**config.mk**
```make
export PLATFORM = sky130hd
export DESIGN_NAME = ucca_reset_ctrl_flat
export DESIGN_NICKNAME = d
export VERILOG_FILES = /design/src/rtl/ucca_pkg.sv /design/src/rtl/ucca_reset_ctrl_if.sv /design/src/rtl/ucca_viol_log.sv /design/src/rtl/ucca_reset_ctrl.sv /design/src/flat_wrapper.sv
export SDC_FILE = /design/constraint.sdc
export NUM_CORES = 1
export LEC_CHECK = 0
export BUFFER_PORTS_ARGS = -buffer_cell sky130_fd_sc_hd__buf_2
export CAP_MARGIN = 10
export CELL_PAD_IN_SITES_DETAIL_PLACEMENT = 1
export CELL_PAD_IN_SITES_GLOBAL_PLACEMENT = 1
export CORE_MARGIN = 3
export CORE_UTILIZATION = 23
export DETAILED_ROUTE_END_ITERATION = 12
export HOLD_SLACK_MARGIN = 0.12
export PLACE_DENSITY = 0.86
export SLEW_MARGIN = 30
export SYNTH_ARGS = -nofsm -noshare
export SYNTH_HDL_FRONTEND = slang
export SYNTH_SLANG_ARGS = --single-unit
```
**constraint.sdc**
```tcl
create_clock -name clk -period 1.8 [get_ports clk]
set_clock_uncertainty 0.1 [all_clocks]
set_input_delay 0.09 -clock clk [delete_from_list [all_inputs] [get_ports clk]]
set_output_delay 0.09 -clock clk [all_outputs]
set_load 0.02 [all_outputs]
```
**src/rtl/ucca_pkg.sv**
```systemverilog
// ---------------------------------------------------------------------------
// ucca_pkg
// Shared constants for the UCCA reset sequencer and violation logger.
//   ST_RUN / ST_HOLD : sequencer state encoding (RUN=0, HOLD=1)
//   STAT_OFS_FLAGS   : status window byte offset of the flags/count word
//   STAT_OFS_PC      : status window byte offset of the captured PC word
//   HOLD_W           : width of the post-violation hold counter
//   VIOL_CNT_MAX     : saturation value of the violation counter
// ---------------------------------------------------------------------------
package ucca_pkg;

    localparam logic [0:0] ST_RUN  = 1'b0;
    localparam logic [0:0] ST_HOLD = 1'b1;

    localparam logic [15:0] STAT_OFS_FLAGS = 16'd0;
    localparam logic [15:0] STAT_OFS_PC    = 16'd2;

    localparam int HOLD_W = 4;

    localparam logic [7:0] VIOL_CNT_MAX = 8'hFF;

    // Flags word as seen by software: count in the high byte, sticky flag in bit 0.
    function automatic logic [15:0] pack_flags(input logic [7:0] cnt, input logic seen);
        return {cnt, 7'b0, seen};
    endfunction

endpackage

```
**src/rtl/ucca_reset_ctrl_if.sv**
```systemverilog
// ---------------------------------------------------------------------------
// ucca_reset_ctrl_if
// Data bus slice seen by the status window.
//   data_en   : access strobe (master -> slave)
//   data_wr   : write flag, 1 = write (master -> slave)
//   data_addr : byte address (master -> slave)
//   rd_data   : read data (slave -> master)
//
// Handshake: there is no ready/backpressure. A cycle with data_en=1 is an
// accepted access; for a read (data_wr=0) that hits the window, rd_data
// carries the word in the following cycle and is 0 in every other cycle.
// ---------------------------------------------------------------------------
interface ucca_reset_ctrl_if;

    logic        data_en;
    logic        data_wr;
    logic [15:0] data_addr;
    logic [15:0] rd_data;

    modport master (
        output data_en,
        output data_wr,
        output data_addr,
        input  rd_data
    );

    modport slave (
        input  data_en,
        input  data_wr,
        input  data_addr,
        output rd_data
    );

endinterface

```
**src/rtl/ucca_viol_log.sv**
```systemverilog
// ---------------------------------------------------------------------------
// ucca_viol_log
// Violation statistics: saturating 8-bit violation count and the PC of the
// most recent counted violation, plus the status window read mux.
// Ports:
//   clk, reset  : clock, synchronous active-high reset
//   capture     : pulse on RUN -> HOLD (a new, counted violation)
//   pc          : core program counter to capture
//   viol_seen   : sticky flag from the sequencer, merged into the flags word
//   word_sel    : 0 = flags word, 1 = PC word
//   rd_word     : selected word (combinational)
// ---------------------------------------------------------------------------
module ucca_viol_log
    import ucca_pkg::*;
(
    input  logic        clk,
    input  logic        reset,
    input  logic        capture,
    input  logic [15:0] pc,
    input  logic        viol_seen,
    input  logic        word_sel,
    output logic [15:0] rd_word
);

    logic [7:0]  viol_cnt;
    logic [15:0] last_pc;

    always_ff @(posedge clk) begin
        if (reset) begin
            viol_cnt <= 8'd0;
            last_pc  <= 16'd0;
        end else if (capture) begin
            last_pc <= pc;
            if (viol_cnt != VIOL_CNT_MAX) begin
                viol_cnt <= viol_cnt + 8'd1;
            end
        end
    end

    always_comb begin
        rd_word = pack_flags(viol_cnt, viol_seen);
        if (word_sel) begin
            rd_word = last_pc;
        end
    end

endmodule

```
**src/rtl/ucca_reset_ctrl.sv**
```systemverilog
// ---------------------------------------------------------------------------
// ucca_reset_ctrl
// Turns the UCCA monitor's combinational violation into a core reset of
// guaranteed minimum width and exposes a read-only status window.
// Optional feature macro: UCCA_VIOLATION_LOG_EN (adds violation count and
// last-violation PC via ucca_viol_log).
// Parameters:
//   HOLD_CYCLES : cycles core_reset stays high after viol drops (1..15)
//   STAT_ADDR   : byte base address of the status window
// Ports:
//   clk, reset  : clock, synchronous active-high power-on reset
//   viol        : violation from the hardware monitor (combinational)
//   pc          : current core program counter
//   bus         : data bus slice (slave side), see ucca_reset_ctrl_if
//   core_reset  : reset to the core (openMSP430 PUC)
//   state_dbg   : current sequencer state (ST_RUN / ST_HOLD)
// ---------------------------------------------------------------------------
module ucca_reset_ctrl
    import ucca_pkg::*;
#(
    parameter int          HOLD_CYCLES = 4,
    parameter logic [15:0] STAT_ADDR   = 16'h016A
)(
    input  logic               clk,
    input  logic               reset,
    input  logic               viol,
    input  logic [15:0]        pc,
    ucca_reset_ctrl_if.slave   bus,
    output logic               core_reset,
    output logic [0:0]         state_dbg
);

    generate
        if (HOLD_CYCLES < 1 || HOLD_CYCLES > 15) begin : g_bad_hold
            $error("ucca_reset_ctrl: HOLD_CYCLES must be in 1..15");
        end
    endgenerate

    localparam logic [HOLD_W-1:0] HOLD_LOAD = HOLD_W'(HOLD_CYCLES - 1);

    logic [0:0]        state_q, state_d;
    logic [HOLD_W-1:0] cnt_q, cnt_d;
    logic              viol_seen_q;
    logic              enter_hold;

    // ------------------------------------------------------------------
    // Sequencer
    // ------------------------------------------------------------------
    assign enter_hold = (state_q == ST_RUN) && viol;

    always_comb begin
        state_d = state_q;
        cnt_d   = cnt_q;
        case (state_q)
            ST_RUN: begin
                if (viol) begin
                    state_d = ST_HOLD;
                    cnt_d   = HOLD_LOAD;
                end
            end
            default: begin
                // A violation inside HOLD restarts the hold window.
                if (viol) begin
                    cnt_d = HOLD_LOAD;
                end else if (cnt_q == '0) begin
                    state_d = ST_RUN;
                end else begin
                    cnt_d = cnt_q - 1'b1;
                end
            end
        endcase
    end

    always_ff @(posedge clk) begin
        if (reset) begin
            state_q     <= ST_RUN;
            cnt_q       <= '0;
            viol_seen_q <= 1'b0;
        end else begin
            state_q <= state_d;
            cnt_q   <= cnt_d;
            if (enter_hold) begin
                viol_seen_q <= 1'b1;
            end
        end
    end

    // viol is used combinationally so the violating access never completes.
    assign core_reset = reset | viol | (state_q == ST_HOLD);
    assign state_dbg  = state_q;

    // ------------------------------------------------------------------
    // Status window decode. Working on the offset from STAT_ADDR keeps the
    // decode correct even when the two words straddle an aligned 4-byte
    // boundary (as they do at the default base); ofs[1] picks the word.
    // ------------------------------------------------------------------
    logic [15:0] ofs;
    logic        win_hit;
    logic        rd_strobe;
    logic        word_sel;
    logic [15:0] rd_word;
    logic [15:0] rd_q;
    logic        unused_ofs_bit;

    assign ofs            = bus.data_addr - STAT_ADDR;
    assign win_hit        = (ofs[15:2] == 14'd0);
    assign word_sel       = (ofs[1] == STAT_OFS_PC[1]);
    assign rd_strobe      = bus.data_en && !bus.data_wr && win_hit;
    assign unused_ofs_bit = ofs[0];

`ifdef UCCA_VIOLATION_LOG_EN
    ucca_viol_log u_viol_log (
        .clk       (clk),
        .reset     (reset),
        .capture   (enter_hold),
        .pc        (pc),
        .viol_seen (viol_seen_q),
        .word_sel  (word_sel),
        .rd_word   (rd_word)
    );
`else
    logic unused_pc;
    assign unused_pc = ^pc;

    always_comb begin
        rd_word = pack_flags(8'd0, viol_seen_q);
        if (word_sel) begin
            rd_word = 16'd0;
        end
    end
`endif

    // Read data is registered from the pre-edge register values, so a read
    // coinciding with a violation returns the state before that violation.
    always_ff @(posedge clk) begin
        if (reset) begin
            rd_q <= 16'd0;
        end else if (rd_strobe) begin
            rd_q <= rd_word;
        end else begin
            rd_q <= 16'd0;
        end
    end

    assign bus.rd_data = rd_q;

endmodule

```
**src/flat_wrapper.sv**
```systemverilog
// flat-port wrapper written by rule: the top's interface ports become plain ports
module ucca_reset_ctrl_flat import ucca_pkg::*;
#(
    parameter int          HOLD_CYCLES = 4,
    parameter logic [15:0] STAT_ADDR   = 16'h016A
)
  (clk, reset, viol, pc, core_reset, state_dbg, bus_data_en, bus_data_wr, bus_data_addr, bus_rd_data);
  ucca_reset_ctrl_if bus_i ();
  input  logic clk;
  input  logic reset;
  input  logic viol;
  input  logic [15:0] pc;
  output logic core_reset;
  output logic [0:0] state_dbg;
  input wire logic [$bits(bus_i.data_en)-1:0] bus_data_en;
  input wire logic [$bits(bus_i.data_wr)-1:0] bus_data_wr;
  input wire logic [$bits(bus_i.data_addr)-1:0] bus_data_addr;
  output wire logic [$bits(bus_i.rd_data)-1:0] bus_rd_data;
  assign bus_i.data_en = bus_data_en;
  assign bus_i.data_wr = bus_data_wr;
  assign bus_i.data_addr = bus_data_addr;
  assign bus_rd_data = bus_i.rd_data;
  ucca_reset_ctrl #(.HOLD_CYCLES(HOLD_CYCLES), .STAT_ADDR(STAT_ADDR)) u_core (.clk(clk), .reset(reset), .viol(viol), .pc(pc), .bus(bus_i), .core_reset(core_reset), .state_dbg(state_dbg));
endmodule
```
# Yosys cells after proc, flatten, opt, wreduce, memory -nomap -nowiden
# Cells that the tools add are included.
[word_totals] regBits=22 inputBits=37 out_inout_bits=18 elab_cells=30
[classes] add_sub_neg=2 n_eq_ne=1 mux=8 bitwise=4 reduce_logical=10
[op_table] op="4-bit two-way mux" n=4
[op_table] op="16-bit by 9-bit subtractor with 16-bit output, second input constant" n=1
[op_table] op="14-bit logical NOT" n=1
[op_table] op="4-bit logical NOT" n=1
[op_table] op="1-bit two-way mux" n=4
[op_table] op="4-bit by 1-bit subtractor with 4-bit output, second input constant" n=1
[op_table] op="1-bit logical AND" n=3
[op_table] op="3-bit OR reduction" n=1
[op_table] op="2-bit != test, second input constant" n=1
[op_table] op="1-bit NOT" n=2
[op_table] op="1-bit OR" n=2
[op_table] op="2-bit AND reduction" n=1
[op_table] op="2-bit nonzero test" n=1
[op_table] op="2-bit OR reduction" n=1
[op_table] op="1-bit logical NOT" n=1

# Longest topological paths before layout
# Gate-level depths: netlist of run 1.
[logic_depth] depth_word=5 depth_mapped=7 depth_no_buf=7

# Worst setup path after synthesis of run 1
# No wires, ideal clock.
[synth_path] path_type="reg2reg" start="register u_core.state_q, in the netlist u_core.state_dbg" end="register u_core.cnt_q[3]" setup_time_ps=78 t_arrival_ps=1236 required_ps=1622 slack_ps=386 path_stages_with_launch=6 path_buffers=0 synth_period_minus_slack_ps=1414 path_cell_list="dfxtp_1 inv_1 or4_1 nor3_1 a21oi_1 nor3_1"
[synth_between] elab_chain_len=2 elab_cells_between_ends=3 cone_classes="mux: 1; reduce/logical: 2"
[synth_rtl] item="start: declaration" line_no="ucca_reset_ctrl.sv:41" text="logic [0:0] state_q, state_d;"
[synth_rtl] item="start signal: assignment" line_no="ucca_reset_ctrl.sv:80" text="state_q <= state_d;"
[synth_rtl] item="2-bit nonzero test (no line)"
[synth_rtl] item="2-bit AND reduction (no line)"
[synth_rtl] item="end signal: assignment" line_no="ucca_reset_ctrl.sv:81" text="cnt_q <= cnt_d;"
[synth_rtl] item="end: declaration" line_no="ucca_reset_ctrl.sv:42" text="logic [HOLD_W-1:0] cnt_q, cnt_d;"
# Parallel ways exist; a longest one is shown, timed or not.
# A chain may end at the register's enable or synchronous reset.

# Worst setup path in the final report of run 1
[layout_path] start="input bus_data_addr[11]" end="register u_core.rd_q[0], in the netlist u_core.bus.rd_data[0]"
[layout_between] elab_chain_len=5
[layout_rtl] item="start: declaration" line_no="flat_wrapper.sv:17" text="input wire logic [$bits(bus_i.data_addr)-1:0] bus_data_addr;"
[layout_rtl] item="16-bit by 9-bit subtractor with 16-bit output" line_no="ucca_reset_ctrl.sv:105" text="assign ofs = bus.data_addr - STAT_ADDR;"
[layout_rtl] item="14-bit logical NOT" line_no="ucca_reset_ctrl.sv:106" text="assign win_hit = (ofs[15:2] == 14'd0);"
[layout_rtl] item="1-bit logical AND" line_no="ucca_reset_ctrl.sv:108" text="assign rd_strobe = bus.data_en && !bus.data_wr && win_hit;"
[layout_rtl] item="1-bit NOT (no line)"
[layout_rtl] item="3-bit OR reduction (no line)"
[layout_rtl] item="end signal: assignment" line_no="ucca_reset_ctrl.sv:139" text="rd_q <= rd_word;"
[layout_rtl] item="end: declaration" line_no="ucca_reset_ctrl.sv:102" text="logic [15:0] rd_q;"
# Every way passes these cells.

==> results of run 1 <==
-- logic make-up after synthesis --
logic type,after synthesis
AO/OA/AOI/OAI,20
XOR/XNOR,2
adder cells (fa/ha/maj),2
buffers and inverters,25
flip-flops,7
multiplexers,1
other,1
AND/OR/NAND/NOR,25
-- cell type report --
type | count | share of cell area [%]
inverters | 9 | 4.09
well taps | 30 | 4.55
repair buffers | 31 | 24.5
flip-flops and latches | 7 | 17.0
multi-input cells | 65 | 46.7
clock buffers | 4 | 3.18
-- repair_timing --
action                                  4_1_cts  5_1_grt
gates resized for setup                       0        4
endpoints found under the hold margin         7        0
hold buffers                                  9        0
endpoints found under the setup margin        0        2
-- power breakdown --
part	internal, mW	total, mW	switching, mW
clock network	0.0849	0.147	0.0623
registers	0.163	0.169	0.00600
logic	0.0554	0.147	0.0912
-- sequential cells by signal, indices dropped and copies added, names as in the netlist --
register            cells
u_core.bus.rd_data      1
u_core.cnt_q            4
u_core.state_dbg        1
u_core.viol_seen_q      1
-- layer usage --
layer	part of all wire (%)	wire length, um	global-route usage [%]
met3	6.3	115	1.81
met1	38	688	10.3
met2	55	998	22.7
met4	1.3	23	4.64
met5	0	0	0
-- worst min-delay path by stage --
stage | endpoint | slack, ps | cells after the start
3_3_place_gp | u_core.cnt_q[2] | 250 | 2
4_1_cts | u_core.bus.rd_data[0] | 120 | 4
6_report | u_core.bus.rd_data[0] | 150 | 4
2_1_floorplan | u_core.cnt_q[2] | 70 | 1
5_1_grt | u_core.bus.rd_data[0] | 160 | 5
3_5_place_dp | u_core.cnt_q[3] | 260 | 2
-- Yosys cell counts --
cell type                    n  area (um2)
sky130_fd_sc_hd__nand4_1     1        6.26
sky130_fd_sc_hd__a21bo_2     1        10.0
sky130_fd_sc_hd__nand2b_1    1        6.26
sky130_fd_sc_hd__nor2_1      8        30.0
sky130_fd_sc_hd__and3_1      1        6.26
sky130_fd_sc_hd__xnor2_1     2        17.5
sky130_fd_sc_hd__nand2_1     5        18.8
sky130_fd_sc_hd__mux2i_1     1        10.0
sky130_fd_sc_hd__a21o_1      1        7.51
sky130_fd_sc_hd__conb_1      1        3.75
sky130_fd_sc_hd__buf_6       1        11.3
sky130_fd_sc_hd__a2111oi_2   2        30.0
sky130_fd_sc_hd__buf_4      15         113
sky130_fd_sc_hd__or3_1       1        6.26
sky130_fd_sc_hd__a221oi_1    1        8.76
sky130_fd_sc_hd__nand3_1     3        15.0
sky130_fd_sc_hd__a21oi_1     9        45.0
sky130_fd_sc_hd__o22ai_1     1        6.26
sky130_fd_sc_hd__inv_1       9        33.8
sky130_fd_sc_hd__a21oi_2     1        8.76
sky130_fd_sc_hd__a31oi_1     1        6.26
sky130_fd_sc_hd__or4_1       1        7.51
sky130_fd_sc_hd__o21ai_0     3        15.0
sky130_fd_sc_hd__nor3b_1     1        7.51
sky130_fd_sc_hd__ha_1        2        25.0
sky130_fd_sc_hd__dfxtp_1     7         140
sky130_fd_sc_hd__nor3_1      3        15.0
-- per-stage QoR --
step / power (mW) / setup WS (ps) / instance area, um2 / instances
2_1_floorplan: 0.279 / 386 / 663 / 97
3_3_place_gp: 0.294 / 260 / 687 / 133
3_5_place_dp: 0.300 / 178 / 687 / 133
4_1_cts: 0.464 / 57.0 / 803 / 146
5_1_grt: 0.496 / 5.05 / 826 / 146
6_report: 0.463 / 95.0 / 826 / 146
-- tightest hold or removal path, stage by stage --
cell,delay [ps]
sky130_fd_sc_hd__buf_2,160
sky130_fd_sc_hd__a21oi_1,60
sky130_fd_sc_hd__nand2_1,80
sky130_fd_sc_hd__a2111oi_2,60
==> results.txt, run 1 <==
The distinct cell type count of the synthesized netlist is 27. The via count of the first global-routing pass is 729. The arrival time at the worst endpoint is 1750 ps.

The detailed-route DRC error count came out at 0. The library cells used most frequently in the layout, excluding fill and tap cells, are 22 x sky130_fd_sc_hd__buf_2, 15 x sky130_fd_sc_hd__conb_1, 9 x sky130_fd_sc_hd__inv_1, 9 x sky130_fd_sc_hd__a21oi_1. STA classifies the critical path startpoint as an input pin. The total grt overflow came out at 0. The tree built by TritonCTS fans out to 7 sinks.

The worst setup path is of the input pin to flip-flop kind. From left edge to right edge, the die measures 57.5 um. The routability-driven placement congestion ratio came out at 0.760. The post-layout utilization of the core is 33.0%.

After clock tree synthesis, the setup repair step added 0 buffers. Clock tree synthesis inserted a total of 3 buffers. The via density per instance is 4.56. The cell area power density is 561 mW/mm2.

After synthesis the netlist holds a flip-flop and latch count of 7. On the critical path, the stage with the largest delay is an instance of sky130_fd_sc_hd__dlygate4sd3_1. The share of the clock period used by the worst path is 94.7%. After detailed routing, the average wire length per cell comes to 12.5 um. By area, the combinational part of the netlist is dominated by buffers and inverters. The highest net fanout along the worst path is 4. Of the total synthesized cell area, the portion taken by full adders, half adders and majority gates is 4.10%.

The multi-input combinational cells in the finished layout cover a total of 385 um2. The synthesized area divided by synthesized cell count came out at 7.36 um2. After clock tree synthesis, the clock-pin slew on the worst setup and hold paths is 60 ps.

After synthesis, flip-flops and latches occupy 23.0% of the total area. Data on the critical path is required at its endpoint by 1850 ps. The maximum vdd drop came out at 0.254 mV. The fill cell total of the finished layout came out at 325. The portion of synthesized area spent on multiplexers is 1.64%. The logic depth of the worst path, buffers included came out at 7. The first global-routing pass estimated 2920 um of wire. The area added between synthesis and finish came out at 35.2%. The final hold slack is 154 ps. The final count of pins violating max slew is 0. The die covers 0.00331 mm2. TritonCTS built the clock tree. The initial antenna violation count came to 0. The buffering stage count on the worst path with inverters included is 2.

The number of vias in the routed layout came out at 666. The number of antenna repair diodes is 0. The run finished with clean final reports. The worst setup slack for register-to-register paths came out at 410 ps. The residual antenna-violating net count after detailed routing came out at 0. The xor and xnor area share after synthesis is 2.87%.

The area of the core is 0.00250 mm2. The delay contributed by the slowest stage of the critical path is 540 ps. In this run the static leakage power is 0.400 nW. The final setup violation count is 0. After the first detailed-routing iteration, the DRC count stood at 10. The critical path ends at u_core.bus.rd_data[0]. Subtracting the final worst setup slack from the clock period gives 1700 ps.

The number of max-cap violations is 0. The net count of the finished layout is 156. In the final timing run, aggregate negative setup slack is 0 ps. The worst hold path belongs to the class input pin to flip-flop. The timing-limited maximum frequency is 0.587 GHz.

In this run the number of H-tree levels came out at 1. The number of cells on the worst reg-to-reg path came out at 4. The number of port buffers is 22. The maximum number of pins on one net before global-route repair is 9. From bottom edge to top edge, the die measures 57.5 um. The critical path goes through dlygate4sd3_1 > buf_2 > a2111oi_4 > nand2_1 > a21o_1 > xnor2_1 > a2111oi_2. The aggregate global-route resource usage is 11.1%. In this run the most critical hold path is launched from bus_data_addr[9].

The library cell used most frequently in the layout, excluding fill and tap cells, is sky130_fd_sc_hd__buf_2. The gate count after technology mapping came out at 83. The cell family contributing the most delay on the critical path is compound AO/OA/AOI/OAI gates. The total count of hold-check failures in the final report came out at 0. The sequential cells in the finished layout cover a total of 140 um2.

The capture instance of the worst register-to-register path is u_core.cnt_q[3]. During synthesis, Yosys emitted a total of 0 warnings. The root buffer cell chosen for the clock tree is sky130_fd_sc_hd__clkbuf_4. The clock latency on the worst-skew pair is 250 ps. The initial utilization of the core area, before any placement, comes to 24.4%. For this block, the routed nets add up to 1830 um of wire. The synthesized netlist devotes 19.5% of its cell area to simple gates. Setup repair after global routing left no endpoint under its margin. The final HPWL from detailed placement came out at 1420 um. The ratio of cells with drive above 1 in the final layout came out at 26.7%. The type of element capturing the critical path is a flip-flop. The launch point of the worst path is bus_data_addr[11]. The cell area after synthesis is 611 um2. The maximum buffer depth of the clock tree came out at 2.

The number of standard-cell rows in the floorplan came out at 18. The compound-gate portion of the synthesized area is 22.5%. The startpoint identified for the worst register-to-register timing path is u_core.cnt_q[0]. The count of TritonRoute iterations in the first routing pass came out at 4. The number of top-level pins came out at 55.
No activity file was read; power rests on OpenSTA's default activity.
==> run 2: changes to the inputs <==
- RECOVER_POWER: not set -> 25
==> run 2 against run 1 <==
Compared with the run above: first-iteration DRC count down 20%; clock-buffer cell count did not move; sequential power is essentially flat; critical path type unchanged; combinational power hardly changed.
==> results.txt, run 2 (synthesized netlist as in run 1, its figures left out) <==
Setup repair after global routing left no endpoint under its margin. The count of TritonRoute iterations in the first routing pass is 4. The total CTS buffers came out at 3. The number of cells on the worst reg-to-reg path came out at 4. Setup slack on the critical path of the routed design comes to 95.0 ps.

The number of antenna repair diodes is 0. The later pin in the worst-skew pair is clocked with a latency of 250 ps. The start of the worst register-to-register path is u_core.cnt_q[0]. TritonCTS built the clock tree. The routability-driven placement congestion ratio came out at 0.760. The post-detailed-routing wire length is 1830 um.

Detailed placement finished with a half-perimeter wire length of 1420 um. The number of nets in the finished design came out at 156. The worst setup slack for register-to-register paths is 410 ps.

The number of cells in the design after placement came out at 133. The timing-limited maximum frequency came out at 0.587 GHz. Relative to the synthesized area, the layout overhead comes to 34.8%.

The worst path required time is 1850 ps. The worst hold path cell count is 4. The number of vias in the routed layout came out at 666. The ratio of cells with drive above 1 in the final layout is 25.0%. The cell area power density is 562 mW/mm2. The met2 capacity usage during global routing is 22.7%.

The area of the core is 0.00250 mm2. Max-cap violations in this run came to 0. Leaving out fill and tap cells, the most frequent cell in the layout is sky130_fd_sc_hd__buf_2. The share of the clock period used by the worst path is 94.7%. Global routing used 11.1% of the available tracks across all layers. The total clock sinks is 7. STA classifies the critical path endpoint as a flip-flop. The kind of start point of the critical path is an input pin.

The maximum number of pins on one net before global-route repair is 9. The die covers 0.00331 mm2. The detailed-route DRC error count is 0.

The fill cell total of the finished layout is 326. The min-delay analysis places its worst path in the category input pin to flip-flop. The worst setup path is of the input pin to flip-flop kind. The worst slack after detailed placement came out at 178 ps.

The number of top-level pins came out at 55. The start point of the worst hold path is bus_data_addr[9]. The maximum vdd drop is 0.254 mV. The width of the die came out at 57.5 um. The highest net fanout along the worst path is 4. The residual antenna-violating net count after detailed routing is 0. The initial antenna violation count is 0. In this run the critical register-to-register path is captured at u_core.cnt_q[3]. The number of flip-flops in the largest register came out at 4.

In this run the most used layer during global routing was met2. Summed over all failing endpoints, the final setup total negative slack is 0 ps. The via density per instance came out at 4.56.

In the global route stage, met1 resource usage came out at 10.3%. Buffers placed on the I/O ports in this run total 22. The floorplan has 18 rows. The via count of the first global-routing pass came out at 729. For this configuration, the core starts out at a cell density of 24.4%. The DRC violation total after the first TritonRoute iteration came out at 8. The met3 global-route usage came out at 1.81%. The y dimension of the die came out at 57.5 um.

Setup violations remaining at the end of the flow were counted as 0. The final count of pins violating max slew is 0. The clock edge transition at the registers on the reported setup and hold paths came out at 60 ps. The run finished with clean final reports. After detailed routing, the average wire length per cell comes to 12.5 um.

The total grt overflow came out at 0. The arrival time at the worst endpoint came out at 1750 ps. u_core.cnt_q holds more flip-flops than any other register. The total count of hold-check failures in the final report came out at 0. Leaving out fill and tap cells, the most frequent cells in the layout are 20 x sky130_fd_sc_hd__buf_2, 15 x sky130_fd_sc_hd__conb_1, 9 x sky130_fd_sc_hd__inv_1, 9 x sky130_fd_sc_hd__a21oi_1. The capture endpoint of the worst hold path is u_core.bus.rd_data[0]. The standby leakage power came out at 0.392 nW. In this run the deepest clock path goes through 2 buffers.

The wire length of the first global-routing pass came out at 2920 um. The root cell of the clock tree is sky130_fd_sc_hd__clkbuf_4. The number of H-tree branching levels came out at 1. The number of non-filler instances in the completed layout is 146. The final period demand of the worst path came out at 1700 ps.
## run 2: cell count changes in the layout (fill, tap and decap cells not counted), sizes merged
cell and change:
clkbuf +2, buf -2
## run 2: per-stage QoR
stage	utilization [%]	total power [mW]	hold slack (ps)	area, um2
final	32.9	0.463	154	823
after global routing	32.9	0.496	161	823
after CTS	32.1	0.464	122	803
after detailed placement	27.5	0.300	262	687
after global placement	27.5	0.294	246	687
after floorplan	-	0.279	68.5	663
## run 2: per-layer routing
| metal | wire [um] | share of wire, % |
|---|---|---|
| met5 | 0 | 0 |
| met4 | 23 | 1.3 |
| met3 | 115 | 6.3 |
| met2 | 998 | 55 |
| met1 | 688 | 38 |
## run 2: worst max-delay path, cell delays in order
cell                            delay [ps]
sky130_fd_sc_hd__dlygate4sd3_1         540
sky130_fd_sc_hd__buf_2                 160
sky130_fd_sc_hd__a2111oi_4             230
sky130_fd_sc_hd__nand2_1                90
sky130_fd_sc_hd__a21o_1                170
sky130_fd_sc_hd__xnor2_1               140
sky130_fd_sc_hd__a2111oi_2             340
## run 2: worst max path at each step
stage,start,to,slack (ps),cells after the start
6_report,bus_data_addr[11],u_core.bus.rd_data[0],100,7
5_1_grt,bus_data_addr[11],u_core.bus.rd_data[0],5,7
4_1_cts,u_core.cnt_q[0],u_core.cnt_q[2],60,7
3_5_place_dp,bus_data_addr[1],u_core.bus.rd_data[0],180,8
3_3_place_gp,bus_data_addr[8],u_core.bus.rd_data[0],260,6
2_1_floorplan,u_core.state_dbg,u_core.cnt_q[3],390,5
## run 2: layout make-up
type                            instances  area (um2)  share of cell area, %
Tap cell                               30        37.5                   4.56
Timing Repair Buffer                   31         200                   24.3
Sequential cell                         7         140                   17.0
Multi-Input combinational cell         65         385                   46.8
Clock buffer                            4        26.3                   3.19
Inverter                                9        33.8                   4.10
## run 2: timing repair
| item | in CTS | in global routing |
|---|---|---|
| setup buffers | 0 | 0 |
| hold endpoints to repair | 7 | 0 |
| hold buffers | 9 | 0 |
| endpoints found under the setup margin | 0 | 2 |
| gates resized for setup | 0 | 4 |
## run 2: power by group
part | switching (mW) | total (mW) | internal, mW | leakage, nW
clock | 0.0623 | 0.147 | 0.0849 | 0.0150
sequential | 0.00600 | 0.169 | 0.163 | 0.0577
combinational | 0.0912 | 0.146 | 0.0551 | 0.320
==> run 3: changes to the inputs <==
- REMOVE_ABC_BUFFERS: not set -> 1
==> run 3 against run 2 <==
Compared with the run above: flip-flop and latch count did not move; highest routed layer unchanged; fmax rose by 4.6%; largest power group unchanged; clock-buffer cell count did not move; final cell count fell by 2.1%; first-iteration DRC count rose to 2.8 times the previous value.
==> results.txt, run 3 (synthesized netlist as in run 1, its figures left out) <==
The root buffer cell chosen for the clock tree is sky130_fd_sc_hd__clkbuf_4. In the final timing run, aggregate negative setup slack is 0 ps. The DRC violation total after the first TritonRoute iteration came out at 22. The final period demand of the worst path is 1630 ps. The highest net fanout along the worst path is 8. The flow ran to the end, and the final reports show no timing, DRC or antenna violations. The type of element capturing the critical path is a flip-flop. The TritonCTS clock tree is built.

Input and output buffers added on the ports amount to 22. STA classifies the critical path startpoint as an input pin. The y dimension of the die is 57.5 um. The post-CTS setup buffer count came out at 0. The number of top-level pins came out at 55. IR analysis of the VDD net gives a maximum drop of 0.282 mV. The area of the core is 0.00250 mm2. The first global-routing pass estimated 3010 um of wire. The largest individual stage delay along the critical path comes from the cell sky130_fd_sc_hd__dlygate4sd3_1.

The cell area after placement came out at 687 um2. The area growth from synthesis to layout is 27.3%. Data on the critical path arrives at its endpoint at 1680 ps. The per-cell routed wire length is 12.5 um. The total CTS buffers is 3. Entering global routing, the biggest net connects 9 pins.

The maximum buffer depth of the clock tree came out at 2. Counting flops per register, the top entry is u_core.cnt_q. The clock edge transition at the registers on the reported setup and hold paths is 50 ps.

The share of the clock period used by the worst path is 90.6%. Setup repair after global routing left no endpoint under its margin. The setup path with the least slack is of type input pin to flip-flop. Global routing used 11.8% of the available tracks. In this run the static leakage power is 0.364 nW.

The delay contributed by the slowest stage of the critical path is 530 ps. The number of H-tree branching levels came out at 1. Summed over all nets, the half-perimeter wirelength after detailed placement is 1460 um.

The cell area power density came out at 586 mW/mm2. The ratio of cells with drive above 1 in the final layout is 24.8%. The timing-limited maximum frequency came out at 0.613 GHz. The total count of hold-check failures in the final report came to 0. The clock latency on the worst-skew pair is 250 ps. The post-detailed-routing wire length is 1780 um.

In the routed layout, each cell is associated on average with a via count of 4.65. The via count of the first global-routing pass came to 708. The width of the die came out at 57.5 um.

After global routing the overflow that remains totals 0. The buffering stage count on the worst path with inverters included came out at 2. After floorplanning, the core was divided into 18 placement rows.

The post-layout utilization of the core came out at 31.1%. The number of nets in the finished design is 153. The number of max-cap violations is 0. 0 antenna diodes ended up in the layout.

The area of all placed cells without fillers is 777 um2. Among cell families on the critical path, the largest total delay comes from buffers and inverters. For this run, the detailed router's first-pass iteration total came to 2. The initial standard-cell utilization of the core is 24.4%.

The number of vias in the routed layout is 665. The library cell used most frequently in the layout, excluding fill and tap cells, is sky130_fd_sc_hd__buf_2. The routability-driven placement congestion ratio is 0.784. The area of the die is 0.00331 mm2. The detailed-route DRC error count came out at 0.

The number of flip-flops in the largest register came out at 4. The count of nets left with antenna violations once routing finished came out at 0. In the layout the commonest cells are 20 x sky130_fd_sc_hd__buf_2, 15 x sky130_fd_sc_hd__conb_1, 9 x sky130_fd_sc_hd__inv_1, 9 x sky130_fd_sc_hd__a21oi_1, 8 x sky130_fd_sc_hd__nor2_1. The initial antenna violation count came out at 0.

Walking the worst path, the cells encountered are dlygate4sd3_1 > buf_2 > nor2_1 > nand3_1 > a221oi_2 > nand4_1 > a2111oi_2. The final count of pins violating max slew is 0. The final setup violation count is 0. The worst path required time came out at 1850 ps. For this design, the sink count on the clock tree is 7. In this run the worst hold path is classified as input pin to flip-flop.
run 3: changes by cell type in the layout (fill, tap and decap cells not counted), sizes merged:
cell	before	now
dlygate4sd3	8	6
dlymetal6s4s	1	0
run 3: final timing paths:
kind,from,end,slack [ps],cells past startpoint
hold / removal,bus_data_addr[11],u_core.bus.rd_data[0],150,4
setup reg to reg,u_core.cnt_q[0],u_core.cnt_q[1],380,6
setup / recovery,reset,u_core.bus.rd_data[0],170,7
hold reg to reg,u_core.viol_seen_q,u_core.viol_seen_q,400,2
run 3: final cells by class:
cell class,instances,area (um2)
fill,328,1720
tap,30,37.5
multi-input combinational,65,372
timing repair buffer,28,168
sequential,7,140
inverter,9,33.8
clock buffer,4,26.3
run 3: through the flow:
stage / worst slack, ps / std cells / hold slack [ps] / total power, mW
2_1_floorplan: 386 / 81 / 59.1 / 0.250
3_3_place_gp: 274 / 133 / 241 / 0.292
3_5_place_dp: 194 / 133 / 260 / 0.302
4_1_cts: 109 / 143 / 129 / 0.460
5_1_grt: 19.4 / 143 / 154 / 0.483
6_report: 170 / 143 / 152 / 0.455
run 3: metal layers:
layer	vias to the layer above	part of all wire, %	global-route usage, %
li1	315	-	-
met1	321	34	11.0
met2	23	57	22.7
met3	6	6.6	2.26
met4	0	2.7	7.62
met5	-	0	0
run 3: power breakdown:
part	internal, mW	total [mW]	switching, mW
clock network	0.0848	0.146	0.0616
registers	0.163	0.169	0.00595
logic	0.0511	0.139	0.0883
run 3: worst min-delay path: cells and delay by family:
family / cells / cell delay [ps]
AO/OA/AOI/OAI: 2 / 150
buffers and inverters: 1 / 130
AND/OR/NAND/NOR: 1 / 90
run 3: repair_timing:
| action | 4_1_cts | 5_1_grt |
|---|---|---|
| hold buffers | 6 | 0 |
| endpoints found under the hold margin | 7 | 0 |
| resized for setup | 0 | 1 |
| endpoints found under the setup margin | 0 | 1 |
